**config.mk**
```make
export PLATFORM = sky130hd
export DESIGN_NAME = dma_rd_channel
export DESIGN_NICKNAME = d
export VERILOG_FILES = /design/src/rtl/axi_pkg.sv /design/src/rtl/dma_pkg.sv /design/src/rtl/dma_rd_tracker_fifo.sv /design/src/rtl/dma_rd_channel.sv
export SDC_FILE = /design/constraint.sdc
export NUM_CORES = 1
export LEC_CHECK = 0
export ABC_CLOCK_PERIOD_IN_PS = 7910
export BUFFER_PORTS_ARGS = -buffer_cell sky130_fd_sc_hd__buf_2
export CAP_MARGIN = 30
export CORE_AREA = 2 2 279 281
export CTS_CLUSTER_SIZE = 10
export DETAILED_ROUTE_END_ITERATION = 8
export DIE_AREA = 0 0 281 283
export SLEW_MARGIN = 20
export SYNTH_ARGS = -nofsm -noshare
export SYNTH_HDL_FRONTEND = slang
export SYNTH_SLANG_ARGS = --single-unit
```
**constraint.sdc**
```tcl
create_clock -name clk -period 7.91 [get_ports clk]
set_clock_uncertainty 0.1 [all_clocks]
set_input_delay 0.3955 -clock clk [delete_from_list [all_inputs] [get_ports clk]]
set_output_delay 0.3955 -clock clk [all_outputs]
set_load 0.005 [all_outputs]
```
**src/rtl/axi_pkg.sv**
```systemverilog
// axi_pkg: shared AXI encodings and the data/strobe widths used by the DMA.
`ifndef DMA_DATA_WIDTH
`define DMA_DATA_WIDTH 256
`endif
package axi_pkg;
  localparam int DMA_DW = `DMA_DATA_WIDTH;
  localparam logic [1:0] AXI_BURST_FIXED = 2'b00;
  localparam logic [1:0] AXI_BURST_INCR = 2'b01;
  localparam logic [1:0] AXI_BURST_WRAP = 2'b10;
  localparam logic [1:0] AXI_RESP_OKAY = 2'b00;
  localparam logic [1:0] AXI_RESP_EXOKAY = 2'b01;
  localparam logic [1:0] AXI_RESP_SLVERR = 2'b10;
  localparam logic [1:0] AXI_RESP_DECERR = 2'b11;
  typedef logic [DMA_DW/8-1:0] axi_strb_t;
endpackage

```
**src/rtl/dma_pkg.sv**
```systemverilog
// dma_pkg: DMA request/response/error types and the read-tracker entry.
package dma_pkg;
  import axi_pkg::*;
  typedef enum logic [2:0] {
    DMA_NO_ERR      = 3'd0,
    DMA_WR_RESP_ERR = 3'd1,
    DMA_DESC_ERR    = 3'd2,
    DMA_RD_RESP_ERR = 3'd3,
    DMA_RD_LEN_ERR  = 3'd4
  } dma_err_src_e;
  typedef struct packed {
    logic         valid;
    dma_err_src_e src;
    logic [31:0]  addr;
  } s_dma_error_t;
  typedef struct packed {
    logic [31:0] addr;
    logic [7:0]  alen;
    logic [2:0]  size;
    axi_strb_t   strb;
    logic        valid;
  } s_dma_axi_req_t;
  typedef struct packed {
    logic ready;
  } s_dma_axi_resp_t;
  typedef struct packed {
    logic [31:0] addr;
    logic [7:0]  alen;
    axi_strb_t   strb;
  } rd_trk_ent_t;
endpackage

```
**src/rtl/dma_rd_tracker_fifo.sv**
```systemverilog
// dma_rd_tracker_fifo: power-of-2 deep FIFO holding accepted-but-unfinished read bursts.
module dma_rd_tracker_fifo #(
  parameter int DEPTH = 4,
  parameter int W = 8
) (
  input  logic                     clk,
  input  logic                     rst,
  input  logic                     push_i,
  input  logic [W-1:0]             din_i,
  input  logic                     pop_i,
  output logic [W-1:0]             dout_o,
  output logic                     full_o,
  output logic                     empty_o,
  output logic [$clog2(DEPTH):0]   count_o
);
  localparam int AW = $clog2(DEPTH);
  logic [W-1:0] mem_q [DEPTH];
  logic [AW-1:0] wptr_q, rptr_q;
  logic [AW:0] cnt_q;
  logic do_push, do_pop;
  assign full_o = cnt_q[AW];
  assign empty_o = cnt_q == '0;
  assign count_o = cnt_q;
  assign dout_o = mem_q[rptr_q];
  assign do_push = push_i & ~full_o;
  assign do_pop = pop_i & ~empty_o;
  always_ff @(posedge clk) begin
    if (do_push) mem_q[wptr_q] <= din_i;
  end
  always_ff @(posedge clk) begin
    if (rst) begin
      wptr_q <= '0;
      rptr_q <= '0;
      cnt_q <= '0;
    end else begin
      wptr_q <= do_push ? wptr_q + AW'(1) : wptr_q;
      rptr_q <= do_pop ? rptr_q + AW'(1) : rptr_q;
      cnt_q <= cnt_q + (AW+1)'(do_push) - (AW+1)'(do_pop);
    end
  end
endmodule

```
**src/rtl/dma_rd_channel.sv**
```systemverilog
// dma_rd_channel: AXI read channel for the DMA read streamer with outstanding-burst tracking.
// Optional DMA_RD_RLAST_CHECK_EN checks rlast against the tracked burst length.
module dma_rd_channel
  import axi_pkg::*;
  import dma_pkg::*;
#(
  parameter int MAX_OUTSTANDING = 4
) (
  input  logic                                  clk,
  input  logic                                  rst,
  input  s_dma_axi_req_t                        dma_axi_req_i,
  output s_dma_axi_resp_t                       dma_axi_resp_o,
  output logic [31:0]                           araddr_o,
  output logic [7:0]                            arlen_o,
  output logic [2:0]                            arsize_o,
  output logic [1:0]                            arburst_o,
  output logic                                  arvalid_o,
  input  logic                                  arready_i,
  input  logic [`DMA_DATA_WIDTH-1:0]            rdata_i,
  input  logic [1:0]                            rresp_i,
  input  logic                                  rlast_i,
  input  logic                                  rvalid_i,
  output logic                                  rready_o,
  output logic [`DMA_DATA_WIDTH-1:0]            rd_data_o,
  output axi_strb_t                             rd_strb_o,
  output logic                                  rd_valid_o,
  input  logic                                  rd_ready_i,
  output s_dma_error_t                          rd_err_o,
  input  logic                                  err_clear_i,
  output logic                                  idle_o,
  output logic [$clog2(MAX_OUTSTANDING):0]      outstanding_o
);
  localparam int CW = $clog2(MAX_OUTSTANDING) + 1;
  rd_trk_ent_t ent, head;
  logic full, empty, ar_hs, r_hs, pop, resp_bad, len_bad;
  logic [CW-1:0] count;
  logic [7:0] beat_q, beat_d;
  s_dma_error_t err_q, err_d;
  assign ent = '{addr: dma_axi_req_i.addr, alen: dma_axi_req_i.alen, strb: dma_axi_req_i.strb};
  dma_rd_tracker_fifo #(
    .DEPTH(MAX_OUTSTANDING),
    .W($bits(rd_trk_ent_t))
  ) u_trk (
    .clk(clk),
    .rst(rst),
    .push_i(ar_hs),
    .din_i(ent),
    .pop_i(pop),
    .dout_o(head),
    .full_o(full),
    .empty_o(empty),
    .count_o(count)
  );
  assign arvalid_o = dma_axi_req_i.valid & ~full;
  assign araddr_o = dma_axi_req_i.addr;
  assign arlen_o = dma_axi_req_i.alen;
  assign arsize_o = dma_axi_req_i.size;
  assign arburst_o = AXI_BURST_INCR;
  assign dma_axi_resp_o = '{ready: arready_i & ~full};
  assign ar_hs = arvalid_o & arready_i;
  // An empty tracker means the slave sent an unrequested beat; leave it unconsumed.
  assign rready_o = rd_ready_i & ~empty;
  assign rd_valid_o = rvalid_i & ~empty;
  assign rd_data_o = rdata_i;
  assign rd_strb_o = head.strb;
  assign r_hs = rvalid_i & rready_o;
  assign resp_bad = r_hs & (rresp_i != AXI_RESP_OKAY);
`ifdef DMA_RD_RLAST_CHECK_EN
  logic last_beat;
  assign last_beat = beat_q == head.alen;
  assign pop = r_hs & (rlast_i | last_beat);
  assign len_bad = r_hs & (rlast_i ^ last_beat);
`else
  logic unused_alen;
  assign unused_alen = ^head.alen;
  assign pop = r_hs & rlast_i;
  assign len_bad = 1'b0;
`endif
  // A new error wins over a simultaneous clear; otherwise the first error sticks.
  always_comb begin
    beat_d = r_hs ? (pop ? 8'd0 : beat_q + 8'd1) : beat_q;
    err_d = ((resp_bad | len_bad) & (~err_q.valid | err_clear_i))
          ? s_dma_error_t'{valid: 1'b1, src: resp_bad ? DMA_RD_RESP_ERR : DMA_RD_LEN_ERR, addr: head.addr}
          : err_clear_i ? s_dma_error_t'('0) : err_q;
  end
  always_ff @(posedge clk) begin
    if (rst) begin
      beat_q <= '0;
      err_q <= '0;
    end else begin
      beat_q <= beat_d;
      err_q <= err_d;
    end
  end
  assign rd_err_o = err_q;
  assign idle_o = empty & ~dma_axi_req_i.valid;
  assign outstanding_o = count;
endmodule

```
# --- Yosys cells after proc, flatten, opt, wreduce, memory -nomap -nowiden ---
# Memory sizes are Yosys's and may differ from the RTL's. A register that Yosys moved wholly into a read port is not among the register bits.
# Index checks and enable logic that the tools add are counted.
word_totals:
  regBits: 43
  ramBits: 288
  input_bits: 341
  output_inout_bits: 377
  word_cells: 38
  mem_count: 1
classes:
  addsub: 4
  mux: 7
  bitwise: 17
  reduce_logical: 3
memory_table:
  columns: ["name", "words", "width", "rd", "rd_ports_with_merged_regs", "write_ports", "line", "rtl"]
  rows:
  - ["u_trk.mem_q", 4, 72, 1, 1, 1, "dma_rd_tracker_fifo.sv:17", "logic [W-1:0] mem_q [DEPTH];"]
op_table:
  columns: ["operator", "count"]
  rows:
  - ["36-bit two-way mux", 2]
  - ["1-bit AND", 12]
  - ["2-bit by 1-bit adder with 2-bit output, second input constant", 2]
  - ["2-bit two-way mux", 2]
  - ["1-bit inverter", 4]
  - ["2-bit nonzero test", 2]
  - ["3-bit by 1-bit adder with 3-bit output", 1]
  - ["3-bit zero test", 1]
  - ["3-bit two-way mux", 1]
  - ["3-bit by 1-bit subtractor with 3-bit output", 1]
  - ["1-bit two-way mux", 2]
  - ["1-bit OR", 1]

# --- Logic depth before layout (Yosys ltp) ---
logic_depth:
  word_depth: 8
  mapped_depth: 10
  depth_no_buf: 10

# --- Cells and area by module ---
# From an unflattened synthesis, not the netlist that was laid out.
unflattened:
  hier_cells: 890
  hier_area_um2: 14777.9
modules_own_cells:
  columns: ["mod", "n_inst", "cells_each", "area_each_um2", "seq_area_each_um2"]
  rows:
  - ["dma_rd_tracker_fifo", 1, 424, 10920.5, 8828.5]
  - ["dma_rd_channel", 1, 466, 3857.4, 680.7]

# --- Worst setup path before layout ---
# OpenSTA, ideal clock, no wires.
synth_path:
  path_kind: "reg-to-reg"
  from: "register u_trk.cnt_q[2] (netlist: u_trk.count_o[2])"
  to: "memory u_trk.mem_q[0][0] (netlist name), enable pin"
  setup_time_ns: 0.429
  t_arrival_ns: 2.274
  required_ns: 7.381
  path_slack_ns: 5.107
  path_stages_with_launch: 4
  path_buffers: 1
  synth_period_minus_slack_ns: 2.803
  path_cell_list: "dfxtp_1 -> and3b_1 -> buf_2 -> and2_1"
synth_via:
  elab_chain_len: 6
synth_rtl:
  columns: ["element", "line", "rtl"]
  rows:
  - ["from (decl)", "dma_rd_tracker_fifo.sv:19", "logic [AW:0] cnt_q;"]
  - ["from (signal assigned)", "dma_rd_tracker_fifo.sv:38", "cnt_q <= cnt_q + (AW+1)'(do_push) - (AW+1)'(do_pop);"]
  - ["1-bit inverter (*)", "dma_rd_tracker_fifo.sv:25, dma_rd_channel.sv:54", null]
  - ["1-bit AND", "dma_rd_channel.sv:54", "assign arvalid_o = dma_axi_req_i.valid & ~full;"]
  - ["1-bit AND", "dma_rd_channel.sv:60", "assign ar_hs = arvalid_o & arready_i;"]
  - ["1-bit AND (*)", "dma_rd_tracker_fifo.sv:25", "assign do_push = push_i & ~full_o;"]
  - ["via u_trk.do_push", "dma_rd_tracker_fifo.sv:20", "logic do_push, do_pop;"]
  - ["1-bit two-way mux (*)", "dma_rd_tracker_fifo.sv:28", "if (do_push) mem_q[wptr_q] <= din_i;"]
  - ["1-bit two-way mux (implied by the code) (*)", "dma_rd_tracker_fifo.sv:28", null]
  - ["to (decl)", "dma_rd_tracker_fifo.sv:17", null]
# The timed path passes the listed nets; every way through them passes the cells marked *.

==> flow_metrics.tcl <==
set metrics [dict create \
    status "complete, no violations" \
    final_cell_mix "edfxtp_1, buf_2, mux4_2" \
    initial_core_util 0.1777 \
    path_cells "buf_4, mux4_1, buf_2" \
    synthXorXnorAreaFrac 0.001285 \
    synth-simple-area-share 0.02497 \
    drive_above_1_share 0.3750 \
    tns_ns 0 \
    rsz0062_at_grt "no" \
    relSlewSlack 0.3495 \
    cts.clk_slew.worst_paths_ns 0.06 \
    setup_slack_ns 4.612 \
    clockPowerShare 0.408 \
    power_switching_w 0.0009756 \
    die_x_um 281 \
    synth_top_cell_by_area "edfxtp_1" \
    first_iter_violations 416 \
    required_ns 7.41 \
    syn_avg_cell_area_um2 15.87 \
    dp_hpwl_um 64070 \
    ios 718 \
    globalplace.congestion 0.8306 \
    crit_fanout 42 \
    finalNetCount 1139 \
    drc 0 \
    synth-seq-cells 299 \
    switching_share 0.2477 \
    final_common_cell "edfxtp_1" \
    port_buffers 181 \
    worstSetupPathType "reg -> out" \
    synth_edf_count 256 \
    p_seq_frac 0.473 \
    num_rows 102 \
    crit_arrival_ns 2.80 \
    synth.distinct_cells 39 \
    cts_tree "done" \
    fin_crit_sh 0.4169 \
    synth-compound-area-share 0.03754 \
    hold_violations 0 \
    async_flop_share 0 \
    synth_top_family_by_area "buffers and inverters" \
    grt_overflow 0 \
    ys_top_cells_by_area "edfxtp_1, buf_4, mux4_2, dfxtp_1, mux4_1" \
    tightest_slew_ns 0.9757 \
    routedWlPerCell_um 40.84 \
    die-area_um2 79520 \
    synthesis.area_um2 13630 \
    fillers 8165 \
    hold_class "in -> reg" \
    synth.area.mux_share 0.1090 \
    synth_top_area_share 0.5640 \
    vias 7110 \
    dr.pass1.iters 7 \
    synth_ff_type "edfxtp_1" \
    maxCapViolCount 0 \
    pre_cts_slack_ns 5.041 \
    synth_adder_area_share 0.006976 \
    p_per_area_nw_per_um2 262.1 \
    maxSlewViolCount 0 \
    core_um2 76700 \
    netlist_instances 859 \
    cts-root-buf "clkbuf_16" \
    clk_path_buf_depth 3 \
    period_minus_slack_ns 3.298 \
    final_antenna_net_count 0 \
    routed_wl_um 75910 \
    ir_drop_mv 0.1952 \
    routed_via_density 3.825 \
    critPathLaunchType "flip-flop" \
    grt_usage 0.1844 \
    clk_latency_ns 0.52 \
    antenna_found_initial 7 \
    cts-htree-levels 2 \
    ctsResizeCount 0 \
    p_leak_nw 4.868 \
    p_int_w 0.002964 \
    ys_seq_area_frac 0.6271 \
    grt_max_degree 59 \
    cpPeakStageDelay_ns 0.75 \
    register_area_um2 8557 \
    combPwrFrac 0.119 \
    area_growth_pct 10.28 \
    crit_slowest_cell "buf_4" \
    setup.worst_path.end_class "output pin" \
    cts_buffers 37 \
    synth_warnings 0 \
    max_freq_mhz 303.3 \
    grt_pass1_vias 7241 \
    synth_nets 1207 \
    multiInputGateArea_um2 2482 \
    post_cts_buffers 0 \
    clock-sinks 299 \
    die_h_um 283 \
    finalSetupViolCount 0 \
    grt_first_pass_wirelength_um 91670 \
]
[worst max-delay path, delay by kind of cell (launching register included)]
family                 cells  cell delay, ns
buffers and inverters      2            0.90
DFF                        1            0.66
muxes                      1            0.66
[cells in the mapped netlist (7+ instances only)]
library cell,n
mux4_2,55
o311ai_1,10
buf_4,305
inv_1,7
edfxtp_1,256
nand4_1,32
a21oi_1,36
clkbuf_1,8
o311ai_0,22
mux4_1,9
buf_2,17
dfxtp_1,43
[registers in the layout, indices dropped and copies added, names as in the netlist, named ones only]
name           flops
u_trk.wptr_q       2
u_trk.count_o      3
rd_err_o          34
u_trk.mem_q      256
u_trk.rptr_q       2
[layer usage]
layer	up-vias	wire length [um]	track usage
met1	3509	14610	0.1066
met3	98	24310	0.2658
met5	-	168	0.01099
li1	2808	-	-
met4	10	1842	0.04385
met2	685	34980	0.2977
[stage by stage]
step / hold slack, ns / util / std cells / power [W] / area (um2)
final: 0.01567 / 0.1960 / 1859 / 0.003939 / 15030
after global routing: 0.01696 / 0.1959 / 1856 / 0.004085 / 15020
after CTS: 0.003998 / 0.1959 / 1856 / 0.003999 / 15020
after detailed placement: 0.3761 / 0.1750 / 1746 / 0.002363 / 13420
after global placement: 0.3649 / 0.1740 / 1743 / 0.002345 / 13340
after floorplan: 0.3591 / - / 859 / 0.002270 / 13630
[final cells by class]
type	instances	share of cell area
inverters	8	0.001998
diodes	3	0.0004994
repair buffers	239	0.1004
multi-input cells	206	0.1651
clock buffers	57	0.06867
flip-flops and latches	299	0.5693
well taps	1040	0.08657
clock inverters	7	0.007491
[logic make-up (layout without fill, tap and decap cells)]
family / Yosys count / count (layout)
simple gates: 56 / 56
flops: 299 / 299
buf+inv: 354 / 311
compound gates: 74 / 74
fa+ha+maj: 7 / 7
mux: 65 / 65
other cells: 2 / 5
xor+xnor: 2 / 2
[power groups by stage]
stage	logic, W	clock network (W)	registers, W
after floorplan	0.000397	0	0.00187
after global placement	0.000455	0	0.00189
final	0.000470	0.00161	0.00186
after detailed placement	0.000467	0	0.00190
after global routing	0.000512	0.00170	0.00187
after CTS	0.000488	0.00165	0.00186
[worst paths after layout]
check / from / to / slack, ns / cells past startpoint
hold reg to reg: rd_err_o[31] / rd_err_o[31] / 0.39 / 2
setup / recovery: flip-flop / rd_strb_o[12] / 4.61 / 3
hold / removal: err_clear_i / rd_err_o[34] / 0.02 / 2
setup reg to reg: u_trk.count_o[1] / u_trk.count_o[2] / 5.05 / 10
[repair_timing]
action,in CTS,in global routing
hold endpoints to repair,184,0
endpoints found under the setup margin,0,0
hold buffers,46,0
Note: power is estimated with default switching activity, not from simulation.
